<file path="src/rtl/router_input_lock_ctrl.sv">
// Router input port: flit FIFO plus the packet-lock FSM that requests an output,
// holds it for the whole packet and drops packets or orphan flits it cannot route.
module router_input_lock_ctrl #(
  parameter int FLIT_W  = 34,
  parameter int DEST_W  = 3,
  parameter int NUM_OUT = 5,
  parameter int DEPTH   = 4
) (
  input  logic               clk,
  input  logic               reset,
  input  logic               in_valid,
  output logic               in_ready,
  input  logic [FLIT_W-1:0]  in_flit,
  output logic [NUM_OUT-1:0] out_req,
  input  logic [NUM_OUT-1:0] out_grant,
  output logic               out_valid,
  input  logic               out_ready,
  output logic [FLIT_W-1:0]  out_flit,
  output logic               lock,
  output logic [7:0]         drop_cnt,
  output logic [7:0]         orphan_cnt
);

  localparam int AW = (DEPTH > 1) ? $clog2(DEPTH) : 1;
  localparam logic [AW:0] DEPTH_C   = (AW+1)'(DEPTH);
  localparam logic [31:0] NUM_OUT_U = NUM_OUT;

  typedef enum logic [1:0] {
    ST_IDLE   = 2'd0,
    ST_REQ    = 2'd1,
    ST_LOCKED = 2'd2,
    ST_DROP   = 2'd3
  } state_e;

  function automatic logic [NUM_OUT-1:0] dest_onehot(input logic [DEST_W-1:0] d);
    logic [NUM_OUT-1:0] v;
    v = '0;
    for (int i = 0; i < NUM_OUT; i++) begin
      if (32'(d) == 32'(i)) v[i] = 1'b1;
      else                  v[i] = 1'b0;
    end
    return v;
  endfunction

  function automatic logic [7:0] sat_inc(input logic [7:0] c, input logic inc);
    logic [7:0] r;
    if (inc && (c != 8'hFF)) r = c + 8'd1;
    else                     r = c;
    return r;
  endfunction

  state_e              state_q, state_d;
  logic [DEST_W-1:0]   dest_q, dest_d;
  logic [FLIT_W-1:0]   mem_q [DEPTH];
  logic [AW-1:0]       rd_ptr_q, rd_ptr_d, wr_ptr_q, wr_ptr_d;
  logic [AW:0]         count_q, count_d;
  logic                in_ready_q, in_ready_d;
  logic [NUM_OUT-1:0]  out_req_q, out_req_d;
  logic                lock_q, lock_d;
  logic [7:0]          drop_cnt_q, drop_cnt_d, orphan_cnt_q, orphan_cnt_d;

  logic                push, pop, not_empty, dest_ok, grant_sel, drop_inc, orphan_inc;
  logic [FLIT_W-1:0]   head_flit;
  logic [1:0]          head_type;
  logic [DEST_W-1:0]   head_dest;

  assign head_flit = mem_q[rd_ptr_q];
  assign head_type = head_flit[FLIT_W-1 -: 2];
  assign head_dest = head_flit[DEST_W-1:0];
  assign not_empty = (count_q != '0);
  assign dest_ok   = (32'(head_dest) < NUM_OUT_U);
  assign grant_sel = |(out_grant & dest_onehot(dest_q));
  // in_ready_q always mirrors !full, so a full FIFO refuses pushes even on a pop cycle
  assign push      = in_valid & in_ready_q;

  // type[0] marks a head (01/11), type[1] marks a tail (10/11)
  always_comb begin
    state_d    = state_q;
    dest_d     = dest_q;
    pop        = 1'b0;
    drop_inc   = 1'b0;
    orphan_inc = 1'b0;
    case (state_q)
      ST_IDLE: begin
        if (not_empty) begin
          if (head_type[0]) begin
            if (dest_ok) begin
              state_d = ST_REQ;
              dest_d  = head_dest;
            end else begin
              state_d = ST_DROP;
            end
          end else begin
            pop        = 1'b1;
            orphan_inc = 1'b1;
          end
        end else begin
          state_d = ST_IDLE;
        end
      end
      ST_REQ: begin
        if (grant_sel) state_d = ST_LOCKED;
        else           state_d = ST_REQ;
      end
      ST_LOCKED: begin
        if (not_empty && out_ready) begin
          pop = 1'b1;
          if (head_type[1]) state_d = ST_IDLE;
          else              state_d = ST_LOCKED;
        end else begin
          state_d = ST_LOCKED;
        end
      end
      ST_DROP: begin
        if (not_empty) begin
          pop = 1'b1;
          if (head_type[1]) begin
            state_d  = ST_IDLE;
            drop_inc = 1'b1;
          end else begin
            state_d = ST_DROP;
          end
        end else begin
          state_d = ST_DROP;
        end
      end
      default: state_d = ST_IDLE;
    endcase

    rd_ptr_d     = rd_ptr_q + AW'(pop);
    wr_ptr_d     = wr_ptr_q + AW'(push);
    count_d      = count_q + (AW+1)'(push) - (AW+1)'(pop);
    in_ready_d   = (count_d != DEPTH_C);
    lock_d       = (state_d == ST_LOCKED);
    if ((state_d == ST_REQ) || (state_d == ST_LOCKED)) out_req_d = dest_onehot(dest_d);
    else                                               out_req_d = '0;
    drop_cnt_d   = sat_inc(drop_cnt_q, drop_inc);
    orphan_cnt_d = sat_inc(orphan_cnt_q, orphan_inc);
  end

  always_ff @(posedge clk) begin
    if (reset) begin
      state_q      <= ST_IDLE;
      dest_q       <= '0;
      rd_ptr_q     <= '0;
      wr_ptr_q     <= '0;
      count_q      <= '0;
      in_ready_q   <= 1'b0;
      out_req_q    <= '0;
      lock_q       <= 1'b0;
      drop_cnt_q   <= 8'd0;
      orphan_cnt_q <= 8'd0;
    end else begin
      state_q      <= state_d;
      dest_q       <= dest_d;
      rd_ptr_q     <= rd_ptr_d;
      wr_ptr_q     <= wr_ptr_d;
      count_q      <= count_d;
      in_ready_q   <= in_ready_d;
      out_req_q    <= out_req_d;
      lock_q       <= lock_d;
      drop_cnt_q   <= drop_cnt_d;
      orphan_cnt_q <= orphan_cnt_d;
    end
  end

  // Flit storage carries no control meaning, so it is left out of reset
  always_ff @(posedge clk) begin
    if (push) mem_q[wr_ptr_q] <= in_flit;
  end

  assign in_ready   = in_ready_q;
  assign out_req    = out_req_q;
  assign lock       = lock_q;
  assign out_valid  = (state_q == ST_LOCKED) && not_empty;
  assign out_flit   = head_flit;
  assign drop_cnt   = drop_cnt_q;
  assign orphan_cnt = orphan_cnt_q;

endmodule

</file>
<file path="config.mk">
export PLATFORM = sky130hd
export DESIGN_NAME = router_input_lock_ctrl
export DESIGN_NICKNAME = d
export VERILOG_FILES = /design/src/rtl/router_input_lock_ctrl.sv
export SDC_FILE = /design/constraint.sdc
export NUM_CORES = 1
export LEC_CHECK = 0
export ABC_AREA = 1
export CAP_MARGIN = 5
export CELL_PAD_IN_SITES_DETAIL_PLACEMENT = 1
export CELL_PAD_IN_SITES_GLOBAL_PLACEMENT = 2
export CORE_MARGIN = 3
export CORE_UTILIZATION = 37
export CTS_BUF_LIST = sky130_fd_sc_hd__clkbuf_8
export DETAILED_ROUTE_END_ITERATION = 10
export PLACE_DENSITY = 0.78
export SYNTH_ARGS = -nofsm -noshare
export SYNTH_HDL_FRONTEND = slang
export SYNTH_SLANG_ARGS = --single-unit
</file>
<file path="constraint.sdc">
create_clock -name clk -period 4.5 [get_ports clk]
set_input_delay 0.9 -clock clk [delete_from_list [all_inputs] [get_ports clk]]
set_output_delay 0.9 -clock clk [all_outputs]
set_load 0.05 [all_outputs]
</file>
After elaboration in Yosys (flattened, before gate mapping) --
Memories as Yosys holds them, arrays and structs flattened. A register that Yosys moved wholly into a read port is not among the register bits. Index checks and enable logic that the tools add are counted.
Storage, ports and cells: output and inout bits 58, RAM bits 136, logic and storage cells 83, memories kept 1, ROM bits 0, register bits 35, bits in latches 0
Operators by class: bitwise operators 3, multipliers 0, div/mod/pow operators 0, mux-type cells 35, $add $sub $neg 6, reduce and logical (&&, ||, !) cells 11, eq/ne operators 16, $lt $le $gt $ge 1, shift operators 0
Memories:
- mem_q | depth 4, bits a word 34, rd ports 1, clocked after Yosys merged registers in 1, wr ports 1, line 54 | logic [FLIT_W-1:0] mem_q [DEPTH];
Operator list (count):
- 2-to-1 mux 1 bit | 20
- 2-to-1 mux 2 bit | 9
- adder 8 x 1 -> 8 bit, second input constant | 2
- inequality test 8 bit, second input constant | 2
- equality test 3 x 2 -> 1 bit, second input constant | 4
- 2-to-1 mux 3 bit | 4
- one-hot mux 2 bit (4 select lines) | 1
- equality test 2 bit, second input constant | 3
- equality test 3 x 1 -> 1 bit, second input constant | 2
- equality test 3 bit, second input constant | 2
- zero test 3 bit | 2
- AND 5 bit | 1
- OR reduction 5 bit | 1
- adder 2 x 1 -> 2 bit | 2
- equality test 2 x 1 -> 1 bit, second input constant | 2
- logical AND 1 bit | 4
- adder 3 x 1 -> 3 bit | 1
- < comparator 3 bit, second input constant | 1
- inequality test 3 bit, second input constant | 1
- one-hot mux 1 bit (3 select lines) | 1
- nonzero test 3 bit | 1
- subtractor 3 x 1 -> 3 bit | 1
- zero test 2 bit | 1
- OR reduction 2 bit | 1
- other kinds (3) | 3

Logic depth before layout (Yosys ltp) --
Gate-level depths: netlist of the first run.
word-level depth 10, mapped depth 15, gate-level depth less buffers 15

Least setup slack after synthesis of the first run --
OpenSTA, ideal clock, no wires.
path type input to register, start in in_valid, end mem mem_q[0][0], enable pin, arrival 3388 ps, stages 2, slack 645 ps, path buffers 0, cell sequence nand2_1 nor3_1
On the way: longest elaborated chain between the ends 3
Ends and longest elaborated chain:
- from (decl) | line 11 | input logic in_valid,
- AND 1 bit | line 74 | assign push = in_valid & in_ready_q;
- 2-to-1 mux 1 bit | line 169 | if (push) mem_q[wr_ptr_q] <= in_flit;
- 2-to-1 mux 1 bit (not written as such) | line 169
- to (decl) | line 54
No other way between the ends.

==> results.txt, run 1 <==
* Power share of the clock group: 20.8%
* Via count of the routed design: 4721
- Comb pwr share: 42.7%
- Max-Cap Viols: 0
* Net count reported at finish: 740
- Layer with the highest usage: met2
- Largest net degree at the start of global routing: 70
* Number of antenna violations at the first check in global routing: 0
* DP Cell Count: 897
- Counting along the longest clock path gives a buffer depth of 2.
- Setup repair after global routing left no endpoint under its margin.
* Net switching share of the total power: 42.0%
* Multiplexer share of the synthesized area: 0%
- The via count of the first global-routing pass was 4950.
- Effective utilization at floorplan: 38.4%
- Of the cells placed in the final design, the portion with a size suffix greater than 1 is 8.66%.
- The internal portion of the total power is 0.00307 W.
- The count of cells in the finished layout, fillers not included, comes to 929.
- Total half-perimeter wirelength after legalization and detailed placement: 10.7 mm
- Xor and xnor fraction of the mapped netlist area: 1.17%
- Aggregate global-route resource usage: 17.1%
- Area growth syn-to-layout: 25.3%
* Routed length per instance: 17.6 µm
* Post-Syn Instances: 583
- VDD sags by at most 355 µV.
- The total overflow left after global routing is 0.
* Drt first pass iters: 4
* Synth Register Bits: 171
- Final-layout setup total negative slack: 0 ns
- Actual transition at the worst max-transition pin: 0.708 ns
- Detailed-route wire length: 16.4 mm
- Sequential group share of total power: 36.5%
- Tightest slew margin relative to the limit: 52.8%
- Final Setup Violations: 0
* Max-slew violation count: 0
* Hold-fix buffers, CTS: 0
* Syn Nets: 632
- After clock tree synthesis, the clock-pin slew on the worst setup and hold paths is 0.09 ns.
- Sort of element at the start of the critical path: register
* Detailed-route DRC error count: 0
- The worst setup path is captured at an output pin.
- Clock Tree Root: clkbuf_8
* Required time at the worst-slack endpoint: 3.60 ns
- Number of clock sinks seen by CTS: 171
- Die span in x: 141 µm
* Global routing met3 resource utilization: 3.49%
* Total CTS buffers: 17
- The die covers 19800 µm².
- 1st-iter DRT viols: 186
- Summing every instance area after synthesis gives 6730 µm².
- Number of distinct library cells after synthesis: 29
- Fin crit period: 3.68 ns
- Antenna Diode Count: 0
- GPL Wtd Cong: 0.749
- WS Path Type: register to output pin
* Top post-synthesis cells by area: edfxtp_1 (61%), dfxtp_1 (10%), nor2_1 (5.2%)
- Count of buffers added by post-CTS timing repair for setup: 0
* Number of port buffers: 100
- Global routing used 20.8% of the available met1 tracks.
- Once layout is done, the placed cells without fillers occupy 8440 µm².
- The share of the Yosys chip area taken by registers is 71.1%.
- In this run the count of I/O pins placed on the die edge is 101.
- During synthesis, Yosys emitted a total of 0 warnings.
- In this run, post-CTS repair resized a total of 0 instances.
- Row generation in the floorplan step produced 48 rows.
- Net switching power: 0.00222 W
- Simple-gate share of the synthesized area: 13.3%
- Using the TritonRoute via totals, the vias-per-cell ratio works out to 5.08.
- The clock arrives with 0.00831 ns of skew.
- Final hold analysis gives a worst-case slack of 0.523 ns.
- Summing the areas of all compound-gate instances in the mapped netlist gives 9.42% of the synthesized area.
- Combinational family with the most area after synthesis: simple AND/OR/NAND/NOR gates
- The flow ran to the end, and the final reports show no timing, DRC or antenna violations.
* Power Density: 626 nW/µm²
* Global-route wire length before repair: 26.3 mm
- In this run the vertical extent of the chip is 141 µm.
* Post-place instance area: 8030 µm²
- Proportion of netlist area held by the largest area contributor: 60.7%
- The final hold violation count was 0.
- Maximum frequency from static timing analysis: 272 MHz
- Core Footprint: 17500 µm²
* Final critical-path share of the clock period: 81.8%
- The path class of the tightest hold or removal check is register to register.
- Met2 track demand over resource: 29.9%
- In this run the static leakage power is 2.95 nW.
- Peak fanout along the critical path: 31
- edfxtp_1 takes more of the synthesized area than any other cell.
* CTS HTree Levels: 4
- At the later pin of the worst-skew pair, clock insertion delay measures 0.46 ns.
- Adder-cell area share of the yosys netlist: 1.23%
- Clock tree from TritonCTS: done
- Number of routed nets with antenna violations: 0
- Avg Synthesized Cell Area: 11.5 µm²
- Arrival time worst endpoint: 2.78 ns
worst max-delay path, cell delays in order (launching register included):
cell and delay, ns:
dfxtp_2 0.33, inv_2 0.41, buf_4 0.35, o21ai_0 0.11, o22ai_1 0.25, clkdlybuf4s50_1 0.86
worst paths after layout:
check	start	end	slack [ns]	cells after the start
worst max-delay path	rd_ptr_q[0]	out_flit[29]	0.82	5
worst min-delay path	drop_cnt[7]	drop_cnt[7]	0.52	2
worst max register to register	rd_ptr_q[0]	in_ready	1.54	13
worst min register to register	drop_cnt[7]	drop_cnt[7]	0.52	2
layer usage:
| layer | part of all wire, % | vias to the layer above |
|---|---|---|
| met3 | 3.3 | 17 |
| met2 | 51 | 91 |
| met5 | 0 | - |
| met1 | 44 | 2356 |
| li1 | - | 2257 |
| met4 | 1.3 | 0 |
metrics by stage:
stage	worst slack [ns]	utilization [%]	power (W)
5_1_grt	0.592	48.1	0.00559
3_3_place_gp	1.37	45.8	0.00418
4_1_cts	0.744	48.1	0.00535
3_5_place_dp	1.28	45.8	0.00423
6_report	0.818	48.1	0.00528
2_1_floorplan	0.645	-	0.00347
cell usage after synthesis, drive strengths merged:
| master | number |
|---|---|
| o211ai | 1 |
| edfxtp | 136 |
| inv | 40 |
| nand2 | 79 |
| ha | 5 |
| nand3b | 1 |
| xor2 | 6 |
| fa | 1 |
| o21ai | 68 |
| nor2 | 95 |
| and2 | 1 |
| o22ai | 29 |
| nand4 | 3 |
| a21oi | 17 |
| dfxtp | 35 |
| buf | 5 |
| xnor2 | 3 |
| nor3 | 10 |
| clkbuf | 19 |
| nand3 | 27 |
| a31oi | 2 |
layout by cell type (no fill, tap or decap):
cell             count
xnor2_1              3
a21oi_1             16
nor2_4               2
o22ai_1             29
clkinv_2             1
clkinvlp_4           6
edfxtp_1           136
a21oi_2              1
o21ai_2              1
clkinv_1             2
nand3b_1             1
inv_1               35
inv_6                1
bufinv_16            3
nor3_1               6
xor2_1               6
clkdlybuf4s50_1    100
o21ai_0             66
o211ai_1             1
nand3_1             27
ha_1                 5
nand4_1              3
dfxtp_2              1
a31oi_1              2
nand2_1             75
and2_1               1
o21ai_1              1
nand2_2              4
nor2_1              93
nor3_2               4
dfxtp_1             34
clkinv_4             2
clkbuf_8            17
fa_1                 1
inv_2                5
buf_4               13
sequential cells by signal, summed over array words and instances (netlist names):
register    flops
count_q         3
rd_ptr_q        2
mem_q         136
state_q         2
dest_q          3
drop_cnt        8
in_ready        1
wr_ptr_q        2
orphan_cnt      8
out_req         5
lock            1
kinds of logic after synthesis:
family | Yosys count
fa+ha+maj | 6
compound gates | 117
xor+xnor | 9
flops | 171
buf+inv | 64
simple gates | 216
area by class of cell:
type | count | area [µm²]
Tap cell | 225 | 282
Fill cell | 1866 | 9100
Inverter | 40 | 150
Timing Repair Buffer | 113 | 1100
Clock inverter | 15 | 174
Clock buffer | 17 | 234
Multi-Input combinational cell | 348 | 1710
Sequential cell | 171 | 4790
power by group through the flow:
stage	Sequential, W	Combinational, W	Clock [W]
after global placement	0.00196	0.00222	0
after detailed placement	0.00197	0.00227	0
after global routing	0.00195	0.00244	0.00120
after floorplan	0.00203	0.00144	0
after CTS	0.00193	0.00229	0.00114
final	0.00193	0.00225	0.00110
No activity file was read; power rests on OpenSTA's default activity.
==> run 2, diff against run 1 <==
--- a/config.mk
+++ b/config.mk
@@ -10,10 +10,10 @@
 export CELL_PAD_IN_SITES_DETAIL_PLACEMENT = 1
 export CELL_PAD_IN_SITES_GLOBAL_PLACEMENT = 2
 export CORE_MARGIN = 3
-export CORE_UTILIZATION = 37
+export CORE_UTILIZATION = 33
 export CTS_BUF_LIST = sky130_fd_sc_hd__clkbuf_8
 export DETAILED_ROUTE_END_ITERATION = 10
-export PLACE_DENSITY = 0.78
+export PLACE_DENSITY = 0.73
 export SYNTH_ARGS = -nofsm -noshare
 export SYNTH_HDL_FRONTEND = slang
 export SYNTH_SLANG_ARGS = --single-unit
==> constraint.sdc (replaced) <==
create_clock -name clk -period 3.08 [get_ports clk]
set_input_delay 0.616 -clock clk [delete_from_list [all_inputs] [get_ports clk]]
set_output_delay 0.616 -clock clk [all_outputs]
set_load 0.05 [all_outputs]
==> run 2 against run 1 <==
Compared with the run above:
- sequential share of layout area down 0.26 points
- clock skew is 0.0051 ns higher
- utilization is 5.3 points lower
- critical path depth grew 1
- clock-buffer cell count did not move
- power increased by 46%
- final cell count is 4.6% higher
- sequential cell count unchanged
- non-clock buffer count is 3 higher
==> results.txt, run 2 (synthesis results as in run 1) <==
- Largest net degree at the start of global routing: 45
* DP Cell Count: 940
- Along the worst path, the maximum fanout reaches 33.
* Fraction of layout instances using a drive strength above 1: 14.0%
- Pleak: 3.02 nW
* Drt first pass iters: 4
- Worst-case clock skew: 0.0134 ns
* Final core utilization: 42.8%
- The count of nets left with antenna violations once routing finished came out at 0.
* Status: completed
- Crit path launch: rd_ptr_q[0]
* Count of buffers added by post-CTS timing repair for setup: 0
* Fin crit period: 2.84 ns
- FP Rows: 51
- Most frequent cells in the layout: edfxtp_1 (136), nor2_1 (93), nand2_1 (75), o21ai_0 (66), clkdlybuf4s50_1 (66)
- Max-slew violation count: 0
- WS Path Type: register to output pin
- In this run the worst setup path terminates at out_flit[29].
- The worst register-to-register path ends at in_ready.
- Clock-pin slew was measured on the worst setup and hold paths at 0.09 ns.
* Core Footprint: 19800 µm²
* Arrival time worst endpoint: 2.22 ns
- After layout, the worst path uses 92.2% of the clock period.
- Worst hold slack after final layout: 0.520 ns
* Height of the die: 149 µm
- Sort of element at the start of the critical path: register
- For this block, the via count after detailed routing is 4719.
* Startpoint of the tightest hold check path: drop_cnt[7]
* Nature of the critical path endpoint: output pin
* 1st-iter DRT viols: 237
- Detailed-route wire length: 16.6 mm
- Routed length per instance: 17.1 µm
- Net count reported at finish: 743
- Input and output buffers added on the ports amount to 100.
* Number of antenna violations at the first check in global routing: 1
- The multi-input combinational cells in the finished layout cover a total of 1710 µm².
* Origin of the critical flop-to-flop path: rd_ptr_q[0]
* Hold Vio Cnt, Final: 0
* Final cell count without fillers: 972
* Number of clock sinks seen by CTS: 171
* Detailed-route DRC error count: 0
* Area growth syn-to-layout: 25.9%
- After detailed routing, the number of vias per cell comes to 4.85.
- Ranked by flip-flop count, first place goes to mem_q.
- Maximum frequency from static timing analysis: 352 MHz
* Number of top-level design ports: 101
- VDD IR max: 486 µV
* Final Setup Violations: 0
* Clock Tree Root: clkbuf_8
* Final-layout setup total negative slack: 0 ns
* Actual transition at the worst max-transition pin: 0.521 ns
* Register area: 4790 µm²
* Number of global-route vias before repair: 5139
- For the worst setup path, the data required time is 2.46 ns.
* Commonest non-fill, non-tap cell in the layout: edfxtp_1
- The filler cells instantiated in the layout total 2145.
* Minimum setup slack after placement: 0.264 ns
- GPL Wtd Cong: 0.733
- Effective utilization at floorplan: 34.0%
- Antenna Diode Count: 0
* Setup slack of the most critical reg-to-reg path: 0.50 ns
- In this run, CTS created clock tree buffers numbering 17.
- Global-route wire length before repair: 26.6 mm
- Counting cells, the worst reg-to-reg path comes to 13.
- Once detailed placement completed, the half-perimeter wirelength came to 11.1 mm.
- Dividing total power by cell area gives a power density of 911 nW/µm².
* Leftover overflow at the end of global routing: 0
- Headroom to the max-slew limit came out at 65.2%.
- Setup repair after global routing missed its margin: false
- CTS HTree Levels: 4
* Insertion delay of the later-clocked pin in the worst-skew pair: 0.45 ns
- Min-Delay Path Class: register to register
* Final worst-path setup slack: 0.239 ns
- Aggregate global-route resource usage: 15.5%
* Max-Cap Viols: 0
- The die covers 22100 µm².
- The register with the most flip-flops in the layout has 136 of them.
- TritonCTS built the clock tree.
* Die span in x: 149 µm
- Counting along the longest clock path gives a buffer depth of 2.
-- run 2: cell count changes in the layout (fill, tap and decap cells not counted), sizes merged --
| cell | change |
|---|---|
| bufinv | -1 |
| buf | +37 |
| inv | +4 |
| clkinvlp | -3 |
| clkdlybuf4s50 | -34 |
-- run 2: worst min-delay path by stage --
stage	endpoint	cells past startpoint
finish	drop_cnt[7]	2
detailed placement	drop_cnt[7]	2
global placement	orphan_cnt[4]	2
global route	drop_cnt[7]	2
floorplan	wr_ptr_q[1]	2
CTS	orphan_cnt[4]	2
-- run 2: critical path, cell delays in order (launching register included) --
cell and delay, ns:
dfxtp_2 0.33, inv_2 0.26, buf_8 0.28, buf_4 0.29
o21ai_0 0.12, o22ai_1 0.23, buf_4 0.25
-- run 2: final cells by class --
| type | count | share of cell area [%] |
|---|---|---|
| Clock buffer | 17 | 2.76 |
| Clock inverter | 15 | 1.93 |
| Inverter | 40 | 1.77 |
| Multi-Input combinational cell | 348 | 20.2 |
| Sequential cell | 171 | 56.5 |
| Tap cell | 265 | 3.91 |
| Timing Repair Buffer | 116 | 12.9 |
-- run 2: what timing repair did --
action / CTS / global route
endpoints found under the setup margin: 0 / 8
endpoints found under the hold margin: 0 / 0
resized for setup: 0 / 3
hold buffers: 0 / 0
-- run 2: per-layer routing --
metal | global-route usage [%] | wire [µm] | vias up
met4 | 4.90 | 186 | 2
met1 | 18.3 | 7090 | 2357
met5 | 0 | 18 | -
met3 | 4.35 | 779 | 16
met2 | 27.3 | 8560 | 81
li1 | - | - | 2263
-- run 2: through the flow --
stage | power [W] | area, µm²
after floorplan | 0.00508 | 6730
after global placement | 0.00614 | 8070
after detailed placement | 0.00623 | 8070
after CTS | 0.00782 | 8460
after global routing | 0.00819 | 8470
final | 0.00772 | 8470
-- run 2: report_power, final --
| part | total [W] | switching, W | internal, W |
|---|---|---|---|
| clock network | 0.00159 | 0.000854 | 0.000735 |
| logic | 0.00332 | 0.00235 | 0.000963 |
| registers | 0.00282 | 0.0000965 | 0.00272 |
